<file path="src/rtl/neuron_buffer_io_ctrl_pkg.sv">
// Shared definitions for the neuron buffer IO controller and the buffer wrapper:
// controller state encoding and bit positions of the packed buffer IO bus.
package neuron_buffer_io_ctrl_pkg;

    typedef enum logic [2:0] {
        StIdle,
        StLoad,
        StRdIssue,
        StRdCapture,
        StRdHold,
        StDone
    } state_e;

    // Packed IO bus layout: {ioSelect, ioWrite, ioBankSelect[depth-1:0], ioInput[W-1:0]}
    function automatic int unsigned io_bus_width(input int unsigned w, input int unsigned depth);
        return w + depth + 2;
    endfunction

    function automatic int unsigned io_select_pos(input int unsigned w, input int unsigned depth);
        return w + depth + 1;
    endfunction

    function automatic int unsigned io_write_pos(input int unsigned w, input int unsigned depth);
        return w + depth;
    endfunction

    function automatic int unsigned io_bank_msb(input int unsigned w, input int unsigned depth);
        return w + depth - 1;
    endfunction

endpackage

</file>
<file path="src/rtl/buffer_addr_gen.sv">
// Maps transfer word index k to a buffer bank (k mod D) and row (base + k/D), row wrapping
// modulo 2^A.
module buffer_addr_gen #(
    parameter int unsigned depth = 2,
    parameter int unsigned A     = 7,
    parameter int unsigned D     = 1 << depth
) (
    input  logic [A-1:0]       i_base_addr,
    input  logic [A+depth-1:0] i_k,
    output logic [depth-1:0]   o_bank,
    output logic [A-1:0]       o_row
);

    // D is a power of two, so k/D is the upper slice of k
    localparam int unsigned Shift = $clog2(D);

    // Bank from the low index bits; row offset added to base with silent wrap
    always_comb begin
        o_bank = i_k[depth-1:0];
        o_row  = i_base_addr + i_k[A+Shift-1:Shift];
    end

endmodule

</file>
<file path="src/rtl/neuron_buffer_io_ctrl.sv">
// Moves words between the load/unload streams and the banked neuron buffer.
// Loads write one word per accepted stream beat; unloads issue a one-cycle-latency read,
// capture it into m_data and hold it until the consumer takes it.
module neuron_buffer_io_ctrl
    import neuron_buffer_io_ctrl_pkg::*;
#(
    parameter int unsigned depth = 2,
    parameter int unsigned A     = 7,
    parameter int unsigned D     = 1 << depth,
    parameter int unsigned W     = 16
) (
    input  logic                   CLK,
    input  logic                   RST,
    input  logic                   start,
    input  logic                   mode,
    input  logic [A-1:0]           base_addr,
    input  logic [A+depth-1:0]     count,
    output logic                   busy,
    output logic                   done,
    input  logic [W-1:0]           s_data,
    input  logic                   s_valid,
    output logic                   s_ready,
    output logic [W-1:0]           m_data,
    output logic                   m_valid,
    input  logic                   m_ready,
    output logic [A-1:0]           address,
    output logic [W+depth+1:0]     ioInputs,
    input  logic [W-1:0]           ioOutputs
);

    localparam int unsigned SelPos  = io_select_pos(W, depth);
    localparam int unsigned WrPos   = io_write_pos(W, depth);
    localparam int unsigned BankMsb = io_bank_msb(W, depth);

    state_e               r_state;
    state_e               w_state_next;
    logic [A+depth-1:0]   r_k;
    logic [A+depth-1:0]   r_count;
    logic [A-1:0]         r_base;
    logic                 r_m_valid;
    logic [W-1:0]         r_m_data;

    logic [A+depth-1:0]   w_k_plus;
    logic                 w_k_inc;
    logic                 w_sel;
    logic                 w_wr;
    logic                 w_s_ready;
    logic [depth-1:0]     w_bank;
    logic [A-1:0]         w_row;

    assign w_k_plus = r_k + 1'b1;

    buffer_addr_gen #(
        .depth (depth),
        .A     (A),
        .D     (D)
    ) u_addr_gen (
        .i_base_addr (r_base),
        .i_k         (r_k),
        .o_bank      (w_bank),
        .o_row       (w_row)
    );

    // State register
    always_ff @(posedge CLK) begin
        if (RST) begin
            r_state <= StIdle;
        end else begin
            r_state <= w_state_next;
        end
    end

    // Next-state and buffer/stream control decode
    always_comb begin
        w_state_next = r_state;
        w_sel        = 1'b0;
        w_wr         = 1'b0;
        w_s_ready    = 1'b0;
        w_k_inc      = 1'b0;
        unique case (r_state)
            StIdle: begin
                if (start) begin
                    if (count == '0) begin
                        w_state_next = StDone;
                    end else begin
                        w_state_next = mode ? StRdIssue : StLoad;
                    end
                end
            end
            StLoad: begin
                w_sel     = 1'b1;
                w_s_ready = 1'b1;
                w_wr      = s_valid;
                if (s_valid) begin
                    w_k_inc = 1'b1;
                    if (w_k_plus == r_count) begin
                        w_state_next = StDone;
                    end
                end
            end
            StRdIssue: begin
                w_sel        = 1'b1;
                w_state_next = StRdCapture;
            end
            StRdCapture: begin
                w_state_next = StRdHold;
            end
            StRdHold: begin
                if (m_ready) begin
                    w_k_inc      = 1'b1;
                    w_state_next = (w_k_plus == r_count) ? StDone : StRdIssue;
                end
            end
            StDone: begin
                w_state_next = StIdle;
            end
            default: begin
                w_state_next = StIdle;
            end
        endcase
    end

    // Transfer context, word index and unload output register
    always_ff @(posedge CLK) begin
        if (RST) begin
            r_k       <= '0;
            r_count   <= '0;
            r_base    <= '0;
            r_m_valid <= 1'b0;
            r_m_data  <= '0;
        end else begin
            if (r_state == StIdle && start) begin
                r_base  <= base_addr;
                r_count <= count;
                r_k     <= '0;
            end else if (w_k_inc) begin
                r_k <= w_k_plus;
            end
            if (r_state == StRdCapture) begin
                r_m_data  <= ioOutputs;
                r_m_valid <= 1'b1;
            end else if (r_state == StRdHold && m_ready) begin
                r_m_valid <= 1'b0;
            end
        end
    end

    // Outputs; address and bank are driven only while the buffer is selected
    always_comb begin
        busy     = (r_state != StIdle) && (r_state != StDone);
        done     = (r_state == StDone);
        s_ready  = w_s_ready;
        m_valid  = r_m_valid;
        m_data   = r_m_data;
        address  = w_sel ? w_row : '0;
        ioInputs = '0;
        ioInputs[SelPos]              = w_sel;
        ioInputs[WrPos]               = w_wr;
        ioInputs[BankMsb -: depth]    = w_sel ? w_bank : '0;
        ioInputs[W-1:0]               = w_wr ? s_data : '0;
    end

endmodule

</file>
<file path="config.mk">
export PLATFORM = sky130hd
export DESIGN_NAME = neuron_buffer_io_ctrl
export DESIGN_NICKNAME = d
export VERILOG_FILES = /design/src/rtl/neuron_buffer_io_ctrl_pkg.sv /design/src/rtl/buffer_addr_gen.sv /design/src/rtl/neuron_buffer_io_ctrl.sv
export SDC_FILE = /design/constraint.sdc
export NUM_CORES = 1
export LEC_CHECK = 0
export BUFFER_PORTS_ARGS = -buffer_cell sky130_fd_sc_hd__buf_2
export CELL_PAD_IN_SITES_DETAIL_PLACEMENT = 1
export CELL_PAD_IN_SITES_GLOBAL_PLACEMENT = 1
export CORE_MARGIN = 2
export CORE_UTILIZATION = 25
export CTS_CLUSTER_DIAMETER = 200
export DETAILED_ROUTE_END_ITERATION = 10
export GPL_TIMING_DRIVEN = 0
export PLACE_DENSITY_LB_ADDON = 0.3
export SETUP_SLACK_MARGIN = 0.3
export SLEW_MARGIN = 20
export SYNTH_ARGS = -nofsm -noshare
export SYNTH_HDL_FRONTEND = slang
export SYNTH_SLANG_ARGS = --single-unit
</file>
<file path="constraint.sdc">
create_clock -name CLK -period 1.89 [get_ports CLK]
set_input_delay 0.378 -clock CLK [delete_from_list [all_inputs] [get_ports CLK]]
set_output_delay 0.378 -clock CLK [all_outputs]
set_load 0.05 [all_outputs]
</file>
# == Yosys cells after proc, flatten, opt, wreduce, memory -nomap -nowiden ==
# Cells that the tools add are included.
# word_totals
input_bits,54
elab_cells,48
ff_bits,45
ramBits,0
romBits,0
output_inout_bits,47
n_memories,0
latchBits,0
# op_classes
n_lt_le_gt_ge,0
mux,19
n_bitwise,0
mul,0
n_eq_ne,11
n_div,0
n_shift,0
reduce_logical,10
add_sub_neg,2
# ops
operator,count
$mux W3,6
$mux W16,1
$pmux W3 S5,1
$add A9 B1 Y9 const B,1
$eq A9 B9 Y1,1
$logic_not A9 Y1,1
$ne A2 B2 Y1 const B,4
$add A7 B7 Y7,1
$mux W1,7
$mux W7,1
$eq A3 B2 Y1 const B,2
$eq A3 B3 Y1 const B,2
$mux W2,2
$reduce_and A4 Y1,1
$reduce_or A2 Y1,2
$eq A3 B1 Y1 const B,1
$logic_and A1 B1 Y1,3
$logic_not A3 Y1,1
$ne A3 B3 Y1 const B,1
$reduce_bool A3 Y1,1
$pmux W1 S2,1
$reduce_bool A2 Y1,1

# == Depth between registers and ports, before layout ==
# Gate-level depths: netlist of the first run.
# logic_depth
ltp_word,5
ltp_mapped,8
ltp_nobuf,8

# == By module ==
# Synthesis of the first run repeated with hierarchy kept, for this count alone.
# hier_totals
cells_unflattened,337
hier_area_um2,2582.5
# by_module_without_submodules
mod,seq_area_each_um2,cells_each,area_each_um2,instances
neuron_buffer_io_ctrl,900.9,302,2297.2,1
buffer_addr_gen,0.0,35,285.3,1

# == Worst setup path after synthesis of the first run ==
# Ideal clock, no wire load.
# synth_path
path_type,reg2out
startpoint,register r_k[2]
endpoint,output address[6]
stages_incl_launch_ff,9
n_path_buf,0
arrival_time_ns,2.236
path_slack_ns,-0.724
path_cell_list,dfxtp_1 ha_1 fa_1 a21o_1 a21oi_1 o21bai_1 a21oi_1 xnor2_1 nor2_1
# synth_via
elab_chain_len,2
# synth_lines
item,line,text
start: declaration,neuron_buffer_io_ctrl.sv:37,logic [A+depth-1:0] r_k;
start signal: assignment,neuron_buffer_io_ctrl.sv:137,r_k <= w_k_plus;
$add A7 B7 Y7,buffer_addr_gen.sv:20,o_row = i_base_addr + i_k[A+Shift-1:Shift];
$mux W7,neuron_buffer_io_ctrl.sv:155,address = w_sel ? w_row : '0;
end: declaration,neuron_buffer_io_ctrl.sv:26,"output logic [A-1:0] address,"
# No other way between the ends.

# == Worst setup path in the final report of the first run ==
# Ends and elaborated chain as after synthesis.

==> flow_metrics.py, run 1 <==
metrics = {
    "timing": {
        "tightest_slew_ns": 0.796,
        "fin_worst_skew_ns": 0.00944,
        "rsz0062_at_grt": "true",
        "hold_ws_ns": 0.308,
        "max_freq_mhz": 393,
        "max-slew-margin-rel_pct": 46.9,
        "finalWorstSetupSlack_ns": -0.655,
        "fin_crit_sh_pct": 135,
        "hold_violations": 0,
        "layout_min_cycle_time_ns": 2.55,
        "setup_viol": 18,
        "maxSlewViolCount": 0,
        "tns_ns": -3.50,
    },
    "placement": {
        "dp_hpwl_mm": 5.92,
        "gp_congestion": 0.746,
        "io_buffers": 99,
        "dpl.cell_count": 564,
    },
    "run_status": {
        "violations": "setup timing",
        "outcome": "complete, but fails checks",
    },
    "cts": {
        "cts_buffers": 5,
        "cts-root-buf": "clkbuf_8",
        "clk_latency_ns": 0.30,
        "htreeDepth": 2,
        "hold_buffers": 0,
        "clock-sinks": 45,
        "cts_tree": "yes",
        "clk_pin_slew_ns": 0.09,
        "clock_path_buffers": 2,
    },
    "critical_path": {
        "required_ns": 1.51,
        "startpoint_type": "flip-flop",
        "crit_type": "reg -> out",
        "crit_path_max_fanout": 2,
        "crit_slowest_cell": "fa_2",
        "endpoint_kind": "primary output",
        "crit_start": "r_k[2]",
        "worstRegToRegCells": 9,
        "crit_end": "address[6]",
        "crit_family": "compound AO/OA/AOI/OAI gates",
        "crit_path_frequent_cell": "a21oi_2",
        "path_depth": 9,
        "r2r_slack_ns": -0.28,
        "crit_path_cell_trace": "ha_4 > fa_2 > a21o_1 > a21oi_2 > o21bai_1 > a21oi_2 > xnor2_2 > nor2_4 > buf_8",
        "cp.arrival_ns": 2.17,
        "r2r_start": "r_k[2]",
        "slowest_delay_ns": 0.35,
        "critPathBufInv": 1,
        "r2r_end": "r_state[0]",
    },
    "synthesis": {
        "synth-seq-cells": 45,
        "synth_edf_count": 0,
        "syn_nets": 394,
        "avgSynthCellArea_um2": 7.61,
        "synthesis.area_mm2": 0.00252,
        "yosys_most_used_dff": "dfxtp_1",
        "syn_inst": 332,
        "ys_seq_area_share_pct": 35.7,
        "synth_cell_types": 44,
        "ys_warn_count": 0,
        "async_reset_ff_share_pct": 0,
    },
    "power_and_ir_drop": {
        "pwr-share-seq_pct": 36.2,
        "p_per_area_mw_per_mm2": 598,
        "p_leak_nw": 2.02,
        "totalPowerFinal_mw": 2.88,
        "pwr-share-clk_pct": 26.7,
        "power_frac_comb_pct": 37.2,
        "switchingPower_mw": 0.961,
        "intPower_mw": 1.92,
        "swShare_pct": 33.3,
        "ir_drop_v": 0.000292,
    },
    "finish": {
        "num_antenna_cells": 0,
        "utilization_pct": 49.4,
        "nNetsFinal": 541,
        "mostFrequentLayoutCells": "buf_2 (69), nand2_1 (60), buf_8 (36)",
        "layout-drive-gt1-share_pct": 59.0,
        "fin_cells": 613,
        "layout_commonest_cell": "buf_2",
        "syn2layout_area_growth_pct": 91.1,
        "fillers": 1138,
    },
    "drt": {
        "ant_nets": 0,
        "drtIter0Drc": 124,
        "drc_errors": 0,
        "via_per_inst": 4.67,
        "post_drt_wl_per_cell_um": 14.6,
        "wirelength_mm": 8.96,
        "vias": 2860,
        "drtPass1Iterations": 4,
    },
    "grt": {
        "grt_max_degree": 14,
        "grtUsageTotal_pct": 15.2,
        "antenna_found_initial": 0,
        "grt_pass1_vias": 2812,
        "grt_overflow": 0,
        "grt_pass1_wl_mm": 13.6,
    },
    "hold_path": {
        "min_path_type": "in -> reg",
        "hp-start": "ioOutputs[0]",
    },
    "floorplanning": {
        "die_x_um": 104,
        "die_h_um": 104,
        "start_util_pct": 25.8,
        "rows": 36,
        "die_area_mm2": 0.0109,
        "ios": 101,
        "core_mm2": 0.00977,
    },
    "flow_run": {
        "drv_cap": 0,
    },
}
## metrics by stage
step                cell area, µm²  worst slack, ns
detailed placement            3390           -0.383
global route                  4830           -0.795
global placement              3390           -0.378
CTS                           4290           -0.623
floorplan                     2730           -0.234
finish                        4830           -0.655
## synth_stat cells (2+ instances only)
library cell	n	area [µm²]
clkbuf_1	17	63.8
o21ai_0	2	10.0
and2_1	8	50.1
buf_4	3	22.5
nor4_1	4	25.0
and3_2	4	30.0
or3_1	3	18.8
nor2b_1	4	25.0
nand2_1	76	285
ha_1	7	87.6
and3_1	17	106
nor3_1	5	25.0
a21oi_1	42	210
xnor2_1	19	166
buf_6	2	22.5
inv_1	5	18.8
o21bai_1	3	22.5
nand2b_1	5	31.3
nand3_1	5	25.0
a21o_1	2	15.0
nand3b_1	2	15.0
xor2_1	8	70.1
dfxtp_1	45	901
nand4_1	3	18.8
nor2_1	21	78.8
a2111oi_0	2	17.5
## worst register-to-register path, delay by kind of cell (launching register included)
family | cells | cell delay, ns
and+or+nand+nor | 3 | 0.61
AOI/OAI and AO/OA | 2 | 0.62
buffers and inverters | 3 | 0.33
xor gates and xnor gates | 1 | 0.18
DFF | 1 | 0.36
## logic make-up after synthesis
family	Yosys count	share of synthesized area [%]
multiplexers	1	0.396
buffers and inverters	29	5.40
XOR/XNOR	27	9.37
adder cells (fa/ha/maj)	8	4.26
AND/OR/NAND/NOR	160	30.2
AO/OA/AOI/OAI	62	14.7
flip-flops	45	35.7
## registers in the layout (all words and copies together) (netlist names)
name,count
m_data,16
m_valid,1
r_base,7
r_count,9
r_k,9
r_state,3
## timing repair
item / in CTS / in global routing
setup endpoints to repair: 69 / 68
setup buffers: 21 / 17
gates resized for setup: 162 / 94
pin swaps: 42 / 31
cloned: 2 / 1
## final cells by class
type / instances / area [µm²] / area share, %
multi-input cells: 258 / 2140 / 44.4
clock inverters: 1 / 30.0 / 0.622
clock buffers: 7 / 86.3 / 1.79
repair buffers: 140 / 1200 / 24.9
well taps: 133 / 166 / 3.45
plain buffers: 24 / 251 / 5.21
flip-flops and latches: 45 / 926 / 19.2
inverters: 5 / 23.8 / 0.493
## worst min-delay path by stage
stage                 endpoint  slack, ns  depth (start not counted)
floorplan            r_base[2]       0.44                          2
global placement     m_data[0]       0.44                          2
detailed placement  m_data[13]       0.45                          2
CTS                 m_data[11]       0.30                          3
global route        m_data[11]       0.29                          3
finish               m_data[0]       0.31                          3
## power by group through the flow
stage	sequential (mW)	combinational, mW	clock [mW]
floorplan	1.07	0.465	0
global placement	1.04	0.664	0
detailed placement	1.05	0.676	0
CTS	1.03	0.925	0.804
global route	1.05	1.14	0.853
finish	1.04	1.07	0.769
## layer usage
layer | wire, µm | vias up | track usage (%)
li1 | - | 1419 | -
met1 | 3790 | 1365 | 18.1
met2 | 4730 | 71 | 27.9
met3 | 355 | 5 | 2.88
met4 | 88 | 0 | 3.96
met5 | 0 | - | 0
Power figures use the tool's default switching activity.
==> run 2: changes to the inputs <==
--- a/config.mk
+++ b/config.mk
@@ -5,17 +5,18 @@
 export SDC_FILE = /design/constraint.sdc
 export NUM_CORES = 1
 export LEC_CHECK = 0
-export BUFFER_PORTS_ARGS = -buffer_cell sky130_fd_sc_hd__buf_2
 export CELL_PAD_IN_SITES_DETAIL_PLACEMENT = 1
 export CELL_PAD_IN_SITES_GLOBAL_PLACEMENT = 1
 export CORE_MARGIN = 2
 export CORE_UTILIZATION = 25
 export CTS_CLUSTER_DIAMETER = 200
 export DETAILED_ROUTE_END_ITERATION = 10
+export DONT_BUFFER_PORTS = 1
 export GPL_TIMING_DRIVEN = 0
 export PLACE_DENSITY_LB_ADDON = 0.3
 export SETUP_SLACK_MARGIN = 0.3
 export SLEW_MARGIN = 20
 export SYNTH_ARGS = -nofsm -noshare
 export SYNTH_HDL_FRONTEND = slang
+export SYNTH_HIERARCHICAL = 1
 export SYNTH_SLANG_ARGS = --single-unit
==> flow_metrics.py, run 2 <==
metrics = {
    "run_status": {
        "outcome": "complete, but fails checks",
        "violations": "setup timing",
    },
    "cts": {
        "clock_path_buffers": 2,
        "cts-root-buf": "clkbuf_8",
        "clk_latency_ns": 0.30,
        "cts_buffers": 5,
        "htreeDepth": 2,
        "clk_pin_slew_ns": 0.10,
        "clock-sinks": 45,
        "hold_buffers": 0,
        "cts_tree": "yes",
    },
    "floorplanning": {
        "ios": 101,
        "die_x_um": 106,
        "core_mm2": 0.0102,
        "start_util_pct": 25.4,
        "die_area_mm2": 0.0112,
        "rows": 37,
        "die_h_um": 106,
    },
    "grt": {
        "met1_usage_pct": 16.1,
        "grt_overflow": 0,
        "grt_pass1_wl_mm": 12.4,
        "antenna_found_initial": 0,
        "grt_max_degree": 17,
        "use_met2_pct": 24.6,
        "globalRoute.busiestLayer": "met2",
        "grtUsageTotal_pct": 13.7,
        "use_met3_pct": 3.71,
        "grt_pass1_vias": 2527,
    },
    "synthesis": {
        "synth_edf_count": 0,
        "ys_seq_area_share_pct": 34.9,
        "synth_common_cells": "nand2_1 (77), dfxtp_1 (45), a21oi_1 (41), nor2_1 (21), and3_1 (17)",
        "yosys_most_used_dff": "dfxtp_1",
        "synthMostInstantiatedCell": "nand2_1",
        "yosys.area.top_type_share_pct": 34.9,
        "synth.area.top_cells": "dfxtp_1 (35%), nand2_1 (11%), a21oi_1 (7.9%)",
        "avgSynthCellArea_um2": 7.66,
        "synth_cell_types": 54,
        "synthesis.area_mm2": 0.00258,
        "async_reset_ff_share_pct": 0,
        "synth-seq-cells": 45,
        "syn_inst": 337,
        "ys_warn_count": 6,
        "yosysTopAreaCell": "dfxtp_1",
        "syn_nets": 399,
    },
    "drt": {
        "vias": 2442,
        "drtIter0Drc": 57,
        "post_drt_wl_per_cell_um": 14.9,
        "drc_errors": 0,
        "drtPass1Iterations": 4,
        "ant_nets": 0,
        "wirelength_mm": 7.70,
        "via_per_inst": 4.72,
    },
    "timing": {
        "max-slew-margin-rel_pct": 61.9,
        "maxSlewViolCount": 0,
        "fin_crit_sh_pct": 133,
        "rsz0062_at_grt": "true",
        "setup_viol": 16,
        "hold_violations": 0,
        "max_freq_mhz": 397,
        "finalWorstSetupSlack_ns": -0.629,
        "hold_ws_ns": 0.191,
        "layout_min_cycle_time_ns": 2.52,
        "tightest_slew_ns": 0.571,
        "tns_ns": -2.60,
        "fin_worst_skew_ns": 0.00855,
    },
    "hold_path": {
        "worstHoldEndpoint": "m_data[4]",
        "min_path_type": "in -> reg",
        "hp-start": "ioOutputs[4]",
        "whs_path_depth": 2,
    },
    "finish": {
        "fin_cells": 517,
        "mostFrequentLayoutCells": "nand2_1 (76), a21oi_1 (38), dfxtp_1 (34)",
        "nNetsFinal": 442,
        "layout-drive-gt1-share_pct": 35.7,
        "layout_commonest_cell": "nand2_1",
        "num_antenna_cells": 0,
        "largest_reg_flops": 16,
        "syn2layout_area_growth_pct": 40.7,
        "fillers": 1211,
    },
    "placement": {
        "io_buffers": 0,
        "dp_hpwl_mm": 5.56,
        "gp_congestion": 0.768,
        "place_ws_ns": -0.355,
        "dpl.cell_count": 473,
    },
    "critical_path": {
        "r2r_slack_ns": -0.05,
        "startpoint_type": "flip-flop",
        "endpoint_kind": "primary output",
        "cp.arrival_ns": 2.14,
        "r2r_end": "r_state[0]",
        "worstRegToRegCells": 9,
        "crit_path_max_fanout": 2,
        "required_ns": 1.51,
        "r2r_start": "r_k[2]",
        "crit_type": "reg -> out",
    },
    "power_and_ir_drop": {
        "p_per_area_mw_per_mm2": 663,
        "p_leak_nw": 1.35,
        "ir_drop_v": 0.000343,
        "totalPowerFinal_mw": 2.41,
    },
    "flow_run": {
        "drv_cap": 0,
    },
}
## run 2: cell types whose count changed in the layout (fill, tap and decap cells not counted), sizes merged, moves of 3 or more
cell and delta:
o21ai +5, and2 +4, buf -102, nand3 +3
xnor2 -8, nand2b -4, nor4b +3, xor2 +3
a211oi +5
## run 2: area by class of cell
| type | count | area, µm² | share of cell area (%) |
|---|---|---|---|
| Buffer | 26 | 238 | 6.54 |
| Timing Repair Buffer | 36 | 353 | 9.71 |
| Inverter | 5 | 21.3 | 0.585 |
| Tap cell | 136 | 170 | 4.68 |
| Clock buffer | 6 | 93.8 | 2.58 |
| Sequential cell | 45 | 922 | 25.4 |
| Clock inverter | 2 | 17.5 | 0.482 |
| Multi-Input combinational cell | 261 | 1820 | 50.0 |
## run 2: stage by stage
step / util [%] / cell area, µm²
after floorplan: - / 2750
after detailed placement: 28.7 / 2920
after global routing: 35.7 / 3630
final: 35.7 / 3630
after global placement: 28.7 / 2920
after CTS: 34.1 / 3470
## run 2: layer usage
metal  wire, µm  vias to the layer above
met2       3820                       66
li1           -                     1233
met4         76                        0
met1       3300                     1136
met3        494                        7
met5          0                        -
## run 2: where the power goes
group          total [mW]  switching, mW  internal (mW)  leakage [nW]
logic               0.640          0.366          0.274         0.920
clock network       0.721          0.370          0.351        0.0573
registers            1.05         0.0617          0.987         0.371
## run 2: how the worst max path moves through the flow
stage                     startpoint    endpoint  slack (ns)  cells after the start
final                      r_base[0]  address[6]       -0.63                      8
after CTS                  r_base[0]  address[6]       -0.62                      8
after global placement        r_k[2]  address[6]       -0.29                      8
after detailed placement      r_k[3]  address[6]       -0.35                      7
after floorplan            r_base[0]  address[6]       -0.15                      8
after global routing       r_base[0]  address[6]       -0.72                      8
## run 2: timing repair
item,in CTS,in global routing
setup endpoints to repair,68,50
gates resized for setup,54,27
pin swaps,30,16
gates cloned,1,0
buffers inserted,27,8
## run 2: cell families after synthesis
| group | Yosys count | share of synthesized area, % |
|---|---|---|
| AOI/OAI and AO/OA | 68 | 15.8 |
| xor gates and xnor gates | 22 | 7.75 |
| adders and majority gates | 8 | 4.17 |
| buffers and inverters | 31 | 5.96 |
| DFF | 45 | 34.9 |
| muxes | 1 | 0.388 |
| and+or+nand+nor | 162 | 31.0 |
## run 2: worst max-delay path, stage by stage (launching register included)
cell      delay (ns)
dfxtp_2         0.36
ha_4            0.14
inv_2           0.03
fa_2            0.37
nor2b_4         0.13
o31a_1          0.17
o32ai_1         0.11
a311oi_1        0.25
and2_4          0.29
==> run 3: changes to the inputs <==
--- a/config.mk
+++ b/config.mk
@@ -8,7 +8,7 @@
 export CELL_PAD_IN_SITES_DETAIL_PLACEMENT = 1
 export CELL_PAD_IN_SITES_GLOBAL_PLACEMENT = 1
 export CORE_MARGIN = 2
-export CORE_UTILIZATION = 25
+export CORE_UTILIZATION = 48
 export CTS_CLUSTER_DIAMETER = 200
 export DETAILED_ROUTE_END_ITERATION = 10
 export DONT_BUFFER_PORTS = 1
==> constraint.sdc (replaced) <==
create_clock -name CLK -period 3 [get_ports CLK]
set_input_delay 0.6 -clock CLK [delete_from_list [all_inputs] [get_ports CLK]]
set_output_delay 0.6 -clock CLK [all_outputs]
set_load 0.05 [all_outputs]
==> flow_metrics.py, run 3 (synthesis gave the netlist of run 2 again) <==
metrics = {
    "run_status": {
        "outcome": "finished, final reports clean",
    },
    "timing": {
        "max-slew-margin-rel_pct": 42.8,
        "layout_min_cycle_time_ns": 2.79,
        "hold_violations": 0,
        "tightest_slew_ns": 0.855,
        "fin_crit_sh_pct": 92.9,
        "max_freq_mhz": 359,
        "rsz0062_at_grt": "true",
        "finalWorstSetupSlack_ns": 0.212,
        "maxSlewViolCount": 0,
        "fin_worst_skew_ns": 0.00434,
        "tns_ns": 0,
        "setup_viol": 0,
        "hold_ws_ns": 0.430,
    },
    "cts": {
        "clk_latency_ns": 0.29,
        "clock-sinks": 45,
        "cts_buffers": 5,
        "cts_tree": "yes",
        "hold_buffers": 0,
        "clock_path_buffers": 2,
        "cts-root-buf": "clkbuf_8",
        "htreeDepth": 2,
        "clk_pin_slew_ns": 0.09,
    },
    "finish": {
        "fillers": 664,
        "layout-drive-gt1-share_pct": 18.5,
        "mostFrequentLayoutCells": "nand2_1 (77), dfxtp_1 (42), a21oi_1 (41)",
        "seq_area_um2": 905,
        "layout_commonest_cell": "nand2_1",
        "syn2layout_area_growth_pct": 12.1,
        "largest_reg_flops": 16,
        "nNetsFinal": 412,
        "fin_cells": 421,
        "multi_input_comb_area_mm2": 0.00160,
        "num_antenna_cells": 0,
    },
    "power_and_ir_drop": {
        "power_frac_comb_pct": 20.9,
        "intPower_mw": 0.912,
        "pwr-share-clk_pct": 30.5,
        "pwr-share-seq_pct": 48.5,
        "p_per_area_mw_per_mm2": 470,
        "p_leak_nw": 1.12,
        "swShare_pct": 32.9,
        "ir_drop_v": 0.000330,
        "totalPowerFinal_mw": 1.36,
        "switchingPower_mw": 0.447,
    },
    "critical_path": {
        "cp.arrival_ns": 2.19,
        "endpoint_kind": "primary output",
        "crit_path_cell_trace": "ha_1 > nor2b_4 > o31a_1 > buf_4 > a311oi_1 > and2_4",
        "required_ns": 2.40,
        "crit_slowest_cell": "dfxtp_2",
        "crit_path_max_fanout": 6,
        "crit_family": "compound AO/OA/AOI/OAI gates",
        "slowest_delay_ns": 0.37,
        "crit_type": "reg -> out",
        "critPathBufInv": 1,
        "startpoint_type": "flip-flop",
    },
    "drt": {
        "drtPass1Iterations": 4,
        "drc_errors": 0,
        "post_drt_wl_per_cell_um": 16.5,
        "vias": 2364,
        "drtIter0Drc": 81,
        "via_per_inst": 5.62,
        "ant_nets": 0,
        "wirelength_mm": 6.93,
    },
    "floorplanning": {
        "die_h_um": 77.4,
        "core_mm2": 0.00514,
        "ios": 101,
        "die_area_mm2": 0.00598,
        "rows": 26,
        "die_x_um": 77.4,
        "start_util_pct": 50.2,
    },
    "grt": {
        "grt_overflow": 0,
        "grt_pass1_vias": 2320,
        "antenna_found_initial": 0,
        "grt_pass1_wl_mm": 11.0,
        "grtUsageTotal_pct": 22.4,
        "grt_max_degree": 14,
    },
    "placement": {
        "dp_hpwl_mm": 4.97,
        "dpl.cell_count": 407,
        "io_buffers": 0,
        "place_ws_ns": 0.0382,
        "gp_congestion": 0.816,
    },
    "flow_run": {
        "drv_cap": 0,
    },
    "hold_path": {
        "min_path_type": "in -> reg",
    },
}
[run 3: cell type report]
class / instances / area share [%]
clock buffer: 7 / 3.33
timing repair buffer: 6 / 1.56
clock inverter: 1 / 0.173
buffer: 26 / 4.80
tap: 70 / 3.03
multi-input combinational: 261 / 55.2
inverter: 5 / 0.649
sequential: 45 / 31.3
[run 3: final timing paths]
path                startpoint          to  slack, ns  cells past startpoint
setup / recovery        r_k[4]  address[6]       0.21                      6
hold / removal    ioOutputs[8]   m_data[8]       0.43                      2
setup reg to reg        r_k[0]  r_state[1]       0.87                      8
hold reg to reg      r_base[5]   r_base[5]       0.47                      2
[run 3: power groups by stage]
stage / Combinational (mW) / Clock, mW / Sequential, mW
after floorplan: 0.228 / 0 / 0.669
after CTS: 0.281 / 0.423 / 0.660
final: 0.285 / 0.415 / 0.660
after detailed placement: 0.272 / 0 / 0.674
after global routing: 0.309 / 0.452 / 0.664
after global placement: 0.263 / 0 / 0.672
[run 3: what timing repair did]
action,CTS,global route
gates resized for setup,22,11
pin swaps,5,3
endpoints found under the setup margin,20,17
buffers inserted,5,1
[run 3: metrics by stage]
stage	utilization [%]	instance area, µm²
detailed placement	52.0	2680
global route	56.3	2890
global placement	51.9	2670
finish	56.3	2890
CTS	55.8	2870
floorplan	-	2580
[run 3: per-layer routing]
layer  vias up  GRT usage (%)  wire length, µm
met5         -              0                0
met4         0           4.64               21
met3         2           4.53              339
met2        64           38.5             3550
met1      1135           29.1             3020
li1       1163              -                -
